### config.mk
export PLATFORM = sky130hd
export DESIGN_NAME = prog_loader
export DESIGN_NICKNAME = d
export VERILOG_FILES = /design/src/rtl/prog_loader_pkg.sv /design/src/rtl/prog_loader_word_assembler.sv /design/src/rtl/prog_loader.sv
export SDC_FILE = /design/constraint.sdc
export NUM_CORES = 1
export LEC_CHECK = 0
export BUFFER_PORTS_ARGS = -buffer_cell sky130_fd_sc_hd__buf_2
export CAP_MARGIN = 15
export CORE_MARGIN = 8
export CORE_UTILIZATION = 59
export DETAILED_ROUTE_END_ITERATION = 6
export HOLD_SLACK_MARGIN = 0.02
export MAX_ROUTING_LAYER = met4
export PLACE_DENSITY = 0.89
export SLEW_MARGIN = 10
export SYNTH_ARGS = -nofsm -noshare
export SYNTH_HDL_FRONTEND = slang
export SYNTH_SLANG_ARGS = --single-unit
### constraint.sdc
create_clock -name CLK -period 3.4 [get_ports CLK]
set_input_delay 0.17 -clock CLK [delete_from_list [all_inputs] [get_ports CLK]]
set_output_delay 0.17 -clock CLK [all_outputs]
set_load 0.02 [all_outputs]
### src/rtl/prog_loader_pkg.sv
// Shared types and constants for the boot-time program loader.
// Optional feature macro: LOADER_CHECKSUM_EN (adds the trailing checksum byte).
package prog_loader_pkg;

    typedef enum logic [2:0] {
        ST_IDLE,
        ST_HDR0,
        ST_HDR1,
        ST_DATA,
        ST_WRITE,
        ST_CSUM,
        ST_DONE,
        ST_ERR
    } state_t;

    localparam int HDR_BYTES      = 2;
    localparam int BYTES_PER_WORD = 4;

endpackage

### src/rtl/prog_loader_word_assembler.sv
// Assembles a little-endian 32-bit word from a byte stream. word_done flags
// the cycle in which the final byte of a word is being accepted.
module word_assembler
    import prog_loader_pkg::*;
(
    input  logic        clk,
    input  logic        rst_n,
    input  logic        clear,
    input  logic        shift_en,
    input  logic [7:0]  data,
    output logic [31:0] word,
    output logic        word_done
);

    logic [1:0] byte_idx;

    // Shifting in from the top leaves the first byte in [7:0] after four shifts.
    always_ff @(posedge clk or negedge rst_n) begin
        if (!rst_n) begin
            word     <= '0;
            byte_idx <= '0;
        end else if (clear) begin
            word     <= '0;
            byte_idx <= '0;
        end else if (shift_en) begin
            word     <= {data, word[31:8]};
            byte_idx <= byte_idx + 2'd1;
        end
    end

    assign word_done = shift_en && (byte_idx == 2'(BYTES_PER_WORD - 1));

endmodule

### src/rtl/prog_loader.sv
// Boot-time program loader: header (16-bit word count, LE) then words written to IM.
// Optional feature macro: LOADER_CHECKSUM_EN (XOR checksum byte after the image).
module prog_loader
    import prog_loader_pkg::*;
#(
    parameter int IM_DEPTH = 1024,
    parameter int ADDR_W   = 32
) (
    input  logic              CLK,
    input  logic              reset,
    input  logic              start,
    input  logic              rx_valid,
    input  logic [7:0]        rx_data,
    output logic              rx_ready,
    output logic              im_we,
    output logic [ADDR_W-1:0] im_addr,
    output logic [31:0]       im_wdata,
    output logic              cpu_reset_n,
    output logic              busy,
    output logic              done,
    output logic              err
);

    state_t      state, state_nxt;
    logic [15:0] count;
    logic [15:0] word_idx;
    logic [15:0] hdr_count;
    logic [31:0] word;
    logic        word_done;
    logic        xfer;
    logic        start_ok;
    logic        last_word;

`ifdef LOADER_CHECKSUM_EN
    localparam state_t ST_FIN = ST_CSUM;
    logic [7:0] csum;
`else
    localparam state_t ST_FIN = ST_DONE;
`endif

    assign xfer      = rx_valid && rx_ready;
    assign start_ok  = start && (state == ST_IDLE || state == ST_DONE || state == ST_ERR);
    assign hdr_count = {rx_data, count[7:0]};
    assign last_word = (16'(word_idx + 16'd1) == count);

    word_assembler u_asm (
        .clk       (CLK),
        .rst_n     (reset),
        .clear     (start_ok),
        .shift_en  (xfer && state == ST_DATA),
        .data      (rx_data),
        .word      (word),
        .word_done (word_done)
    );

    always_ff @(posedge CLK or negedge reset) begin
        if (!reset) state <= ST_IDLE;
        else        state <= state_nxt;
    end

    always_comb begin
        state_nxt = state;
        case (state)
            ST_IDLE, ST_DONE, ST_ERR: if (start) state_nxt = ST_HDR0;
            ST_HDR0: if (xfer) state_nxt = ST_HDR1;
            ST_HDR1: if (xfer) begin
                if (hdr_count > 16'(IM_DEPTH)) state_nxt = ST_ERR;
                else if (hdr_count == 16'd0)   state_nxt = ST_FIN;
                else                           state_nxt = ST_DATA;
            end
            ST_DATA:  if (word_done) state_nxt = ST_WRITE;
            ST_WRITE: state_nxt = last_word ? ST_FIN : ST_DATA;
`ifdef LOADER_CHECKSUM_EN
            ST_CSUM:  if (xfer) state_nxt = (rx_data == csum) ? ST_DONE : ST_ERR;
`endif
            default:  state_nxt = ST_IDLE;
        endcase
    end

    always_comb begin
        rx_ready    = (state == ST_HDR0) || (state == ST_HDR1) ||
                      (state == ST_DATA) || (state == ST_CSUM);
        im_we       = (state == ST_WRITE);
        busy        = (state == ST_HDR0) || (state == ST_HDR1) || (state == ST_DATA) ||
                      (state == ST_WRITE) || (state == ST_CSUM);
        done        = (state == ST_DONE);
        err         = (state == ST_ERR);
        cpu_reset_n = (state == ST_DONE);
        im_addr     = ADDR_W'(word_idx) << 2;
        im_wdata    = word;
    end

    // Header count, word index and running checksum.
    always_ff @(posedge CLK or negedge reset) begin
        if (!reset) begin
            count    <= '0;
            word_idx <= '0;
        end else if (start_ok) begin
            word_idx <= '0;
        end else begin
            if (state == ST_HDR0 && xfer) count[7:0]  <= rx_data;
            if (state == ST_HDR1 && xfer) count[15:8] <= rx_data;
            if (state == ST_WRITE)        word_idx    <= word_idx + 16'd1;
        end
    end

`ifdef LOADER_CHECKSUM_EN
    always_ff @(posedge CLK or negedge reset) begin
        if (!reset)                         csum <= '0;
        else if (start_ok)                  csum <= '0;
        else if (state == ST_DATA && xfer)  csum <= csum ^ rx_data;
    end
`endif

endmodule

Word-level counts from Yosys, hierarchy flattened
Index checks and enable logic that the tools add are counted.
Widths: inputs -> output; s select.
Storage, ports and cells
  register bits after elaboration: 69
  bits of input ports: 12
  logic and storage cells: 58
Operators by class
  add/sub/neg operators: 2
  equal/unequal tests: 13
  magnitude comparators: 1
  multiplexer cells: 14
  bitwise operators: 1
  reductions and logical operators: 21
Operators by type and width (number)
  $mux 32: 2
  $mux 16: 2
  $mux 3: 7
  $add 16x1->16 const B: 1
  $eq 16x16->1: 1
  $gt 16x11->1 const B: 1
  $logic_not 16->1: 1
  $pmux 3 s5: 1
  $eq 3x3->1 const B: 4
  $logic_or 1x1->1: 7
  $eq 3x2->1 const B: 2
  $logic_and 1x1->1: 6
  $ne 2x2->1 const B: 3
  $mux 2: 2
  $reduce_and 2->1: 2
  $reduce_and 4->1: 1
  $reduce_bool 2->1: 2
  $eq 3x1->1 const B: 1
  $logic_not 3->1: 1
  $reduce_or 3->1: 1
  $add 2x1->2 const B: 1
  $eq 2x2->1 const B: 1
  $ne 2x1->1 const B: 1
  $not 1->1: 1

Longest topological paths before layout
  depth in word-level cells: 9
  depth in mapped cells: 8

Cells and area by module
Synthesis repeated with hierarchy kept, for this count alone.
Second synthesis, totals
  cells, all modules: 375
  area, all modules: 3860.0 um^2
By module, submodules not included
  prog_loader: instances 1, cells each 263, seq. area each 875.8 um^2, area an instance 2432.3 um^2
  word_assembler: instances 1, cells each 112, seq. area each 850.8 um^2, area an instance 1427.6 um^2

Worst setup path before layout
OpenSTA, ideal clock, no wires.
  kind: register to register
  start point: reg word_idx[0]
  end point: reg state[0]
  library setup time: 0.120 ns
  cell stages (with the launch flop): 8
  buffers on the path: 0
  arrival time: 2.348 ns
  period minus slack after synthesis: 2.469 ns
  setup slack: 0.931 ns
  cells stage by stage: dfrtp_1 -> ha_1 -> nand3_2 -> or3_1 -> a222oi_1 -> nand4_1 -> or3_1 -> o211a_1
Between the ends
  word-level cells in the longest chain between the ends: 4
Ends and longest elaborated chain
  start: declaration: RTL line prog_loader.sv:26  | logic [15:0] word_idx;
  start signal: assignment: RTL line prog_loader.sv:103  | if (state == ST_WRITE) word_idx <= word_idx + 16'd1;
  $add 16x1->16: RTL line prog_loader.sv:44  | assign last_word = (16'(word_idx + 16'd1) == count);
  $eq 16x16->1: RTL line prog_loader.sv:44
  $mux 3: RTL line prog_loader.sv:72  | ST_WRITE: state_nxt = last_word ? ST_FIN : ST_DATA;
  $pmux 3 s5: RTL line prog_loader.sv:63  | case (state)
  end signal: assignment: RTL line prog_loader.sv:58  | else state <= state_nxt;
  end: declaration: RTL line prog_loader.sv:24  | state_t state, state_nxt;
Every way passes these cells.
A chain may end at the register's enable or synchronous reset.

Worst setup path in the final report
Same ends and word-level chain as after synthesis.

==> key figures <==
Global route
  – Grt ovf: 0
  – Largest net degree at the start of global routing: 46
  – GR Util All Layers: 0.2164
  – Wire length of the first global-routing pass: 14,730 µm
  – Vias in the first global route: 2,972
  – Antenna violations before repair: 0

Die
  – Total Die Area: 9033 µm²
  – Number of I/O pins: 82
  – Area inside the core boundary: 6205 µm²
  – Die outline height: 95.04 µm
  – Standard-cell row count: 29
  – Effective utilization at floorplan: 0.5941
  – Die extent in x: 95.04 µm

Yosys
  – Fraction of registers with async set or reset after synthesis: 1.000
  – Most used standard cells in the synthesized netlist: 90 x sky130_fd_sc_hd__nand2_1, 69 x sky130_fd_sc_hd__dfrtp_1, 44 x sky130_fd_sc_hd__a21oi_1
  – Post-synthesis sequential area ratio: 0.4684
  – Count leader, synth: sky130_fd_sc_hd__nand2_1
  – Number of cells produced by synthesis: 411
  – Count of cell types in the netlist: between 40 and 50
  – Netlist Area Pre-Place: 3686 µm²
  – Register bit count reported by yosys: between 60 and 70
  – Cell types occupying the most area after synthesis: sky130_fd_sc_hd__dfrtp_1 47%, sky130_fd_sc_hd__nand2_1 9.2%, sky130_fd_sc_hd__a21oi_1 6.0%, sky130_fd_sc_hd__mux2_2 5.2%, sky130_fd_sc_hd__buf_4 3.9%
  – Share of the synthesized area in the top cell type: 0.4684
  – Number of flops mapped to enable cells by yosys: 0
  – Top flip-flop cell by instance count after synthesis: sky130_fd_sc_hd__dfrtp_1
  – Yosys warning total: 0
  – Cell type with the highest aggregate area in the netlist: sky130_fd_sc_hd__dfrtp_1
  – Mean cell area of the mapped netlist: around 9.0 µm²

Clock network
  – Buffers from clock root to sink, at most: 2
  – CTS Buf Count: 9
  – H-tree Lvls: 3
  – Clock latency reported for the late side of the worst-skew pair: 0.35 ns
  – Post-CTS Hold Fix Bufs: 1
  – Post-cts repair resize count: 0
  – Clock Pin Slew Worst Setup and Hold Paths: 0.08 ns
  – CTS tree: done
  – Sinks on Clock Net: 69
  – Clock tree root driver cell: sky130_fd_sc_hd__clkbuf_8
  – Post-CTS repair timing setup buffer count: 0

Pwr
  – Total power density per cell area: 839.0 nW/µm²
  – Static leakage: ~2 nW
  – Peak supply drop: 506.1 µV

Setup path
  – Delay of the slowest critical-path stage: 0.48 ns
  – R2R Setup Slk: 0.78 ns
  – Crit path max fanout: 7
  – Cell family contributing the most delay on the critical path: simple AND/OR/NAND/NOR gates
  – Worst endpoint required time: 3.63 ns
  – Critical path endpoint category: flip-flop
  – R2R Path Start: word_idx[0]
  – CP startpoint kind: flip-flop
  – Category of the most critical setup path: reg -> reg
  – Slowest stage cell on the critical path: sky130_fd_sc_hd__dfrtp_1
  – Terminus of the critical flop-to-flop path: state[0]
  – Signal arrival time at the worst endpoint: 2.86 ns
  – Total buffers and inverters traversed by the critical path: 0
  – Library cell appearing most often on the critical path: sky130_fd_sc_hd__or3_1
  – Critical path, cell by cell: ha_1 > nand3_2 > or3_1 > a222oi_1 > nand4_1 > or3_1 > o211a_1
  – Cells on worst reg2reg path: 7

Detailed routing
  – Residual DRC count: 0
  – Drt pass-1 iters: 6
  – Detailed Route Iter0 Violations: 297
  – Avg Vias per Cell: 5.842
  – Routed length per instance: 16.71 µm
  – Number of nets still failing antenna checks after routing: 0
  – Via count of the routed design: 3,219
  – WL final: 9209 µm

STA
  – Post-route fraction of the period consumed by the critical path: 0.7715
  – Count of final hold-check violations: 0
  – Normalized max-slew margin: 0.2147
  – Maximum clock skew at final layout: approximately 0.0094 ns
  – Setup repair after global routing missed its margin: false
  – Period minus WS final: 2.623 ns
  – Setup-failing EPs final: 0
  – Setup TNS: 0 ns
  – Fmax: ~0.38 GHz
  – Worst Max-Slew Pin Slew: 1.169 ns
  – Max Slew Vio Count: 0

Placement
  – Estimated wirelength of the detail-placed design: 6498 µm
  – Total of buffers placed on input and output ports: 65
  – Final weighted congestion in routability-driven placement: around 0.96

Worst hold path
  – Hold depth: 3
  – Class of the tightest hold or removal check: in -> reg
  – Worst hold path startpoint: rx_data[7]
  – Endpoint with the worst hold slack: u_asm.word[31]

Cells and area
  – Post-synthesis to final-layout area growth: 14.15%
  – Net count reported at finish: 484
  – Layout cells sized above 1: 0.2363
  – Antenna Cells: 0
  – Utilization of the core after routing: 0.6782

Job
  – Max-cap violations: 0

Status
  – Outcome: completed
[stage by stage]
stage / area (µm²) / hold WS (ns) / setup slack [ns] / cells / total power, mW
floorplan: 3742 / -0.1256 / 0.9314 / 426 / 2.413
global placement: 3986 / 0.3587 / 0.9723 / 535 / 2.737
detailed placement: 3986 / 0.3647 / 0.8416 / 535 / 2.796
CTS: 4208 / 0.07476 / 0.8068 / 551 / 3.539
global route: 4208 / 0.09946 / 0.6480 / 551 / 3.750
finish: 4208 / 0.08758 / 0.7768 / 551 / 3.530
[cells by family after synthesis]
logic type | after synthesis | synth area share
AO/OA/AOI/OAI | 91 | 0.1422
XOR/XNOR | 23 | 0.05669
adder cells (fa/ha/maj) | 2 | 0.006788
buffers and inverters | 42 | 0.06483
flip-flops | 69 | 0.4684
multiplexers | 18 | 0.05465
other | 1 | 0.001017
AND/OR/NAND/NOR | 165 | 0.2054
[layout make-up]
class,instances,area [µm²]
fill,461,1997
inverter,3,11.26
sequential,69,1727
timing repair buffer,72,380.4
clock inverter,6,87.58
multi-input combinational,315,1782
tap,77,96.34
clock buffer,9,123.9
[registers in the layout, summed over array words and instances (netlist names)]
signal and cells:
state 3, u_asm.word 32, count 16, word_idx 16, u_asm.byte_idx 2
[how the worst max path moves through the flow]
stage                            from        to  slack (ns)  cells past startpoint
after floorplan           word_idx[0]  state[0]        0.93                      7
after global placement    word_idx[0]  state[0]        0.97                      7
after detailed placement  word_idx[0]  state[2]        0.84                      7
after CTS                 word_idx[0]  state[0]        0.81                      7
after global routing      word_idx[0]  state[2]        0.65                      7
final                     word_idx[0]  state[0]        0.78                      7
[power breakdown]
group,switching [mW],internal (mW)
Combinational,0.855,0.560
Clock,0.316,0.410
Sequential,0.299,1.09
[worst register-to-register path, stage by stage (launching register included)]
cell and delay, ns:
sky130_fd_sc_hd__dfrtp_1 0.48, sky130_fd_sc_hd__ha_1 0.28, sky130_fd_sc_hd__nand3_2 0.17, sky130_fd_sc_hd__or3_1 0.41
sky130_fd_sc_hd__a222oi_1 0.33, sky130_fd_sc_hd__nand4_1 0.20, sky130_fd_sc_hd__or3_1 0.43, sky130_fd_sc_hd__o211a_1 0.22
[per-layer routing]
layer	GRT usage	wire length, µm	up-vias
li1	-	-	1498
met2	0.3279	4354	154
met3	0.03622	725	29
met4	0.1118	301	0
met1	0.2739	3828	1538
met5	-	0	-
[placed cells by master (no fill, tap or decap), types with 4 or more instances in the layout]
| cell type | count |
|---|---|
| sky130_fd_sc_hd__nor2_1 | 18 |
| sky130_fd_sc_hd__nand4_1 | 5 |
| sky130_fd_sc_hd__xnor2_1 | 14 |
| sky130_fd_sc_hd__nand2b_1 | 5 |
| sky130_fd_sc_hd__dfrtp_1 | 69 |
| sky130_fd_sc_hd__mux2_2 | 17 |
| sky130_fd_sc_hd__and3_1 | 5 |
| sky130_fd_sc_hd__buf_4 | 6 |
| sky130_fd_sc_hd__conb_1 | 16 |
| sky130_fd_sc_hd__nor2b_1 | 4 |
| sky130_fd_sc_hd__nand2_1 | 90 |
| sky130_fd_sc_hd__a21oi_1 | 44 |
| sky130_fd_sc_hd__o21ai_0 | 28 |
| sky130_fd_sc_hd__o31ai_1 | 4 |
| sky130_fd_sc_hd__nor3_1 | 8 |
| sky130_fd_sc_hd__xor2_1 | 8 |
| sky130_fd_sc_hd__buf_2 | 65 |
| sky130_fd_sc_hd__nand3_1 | 11 |
| sky130_fd_sc_hd__clkbuf_8 | 9 |
Note: power is estimated with default switching activity, not from simulation.
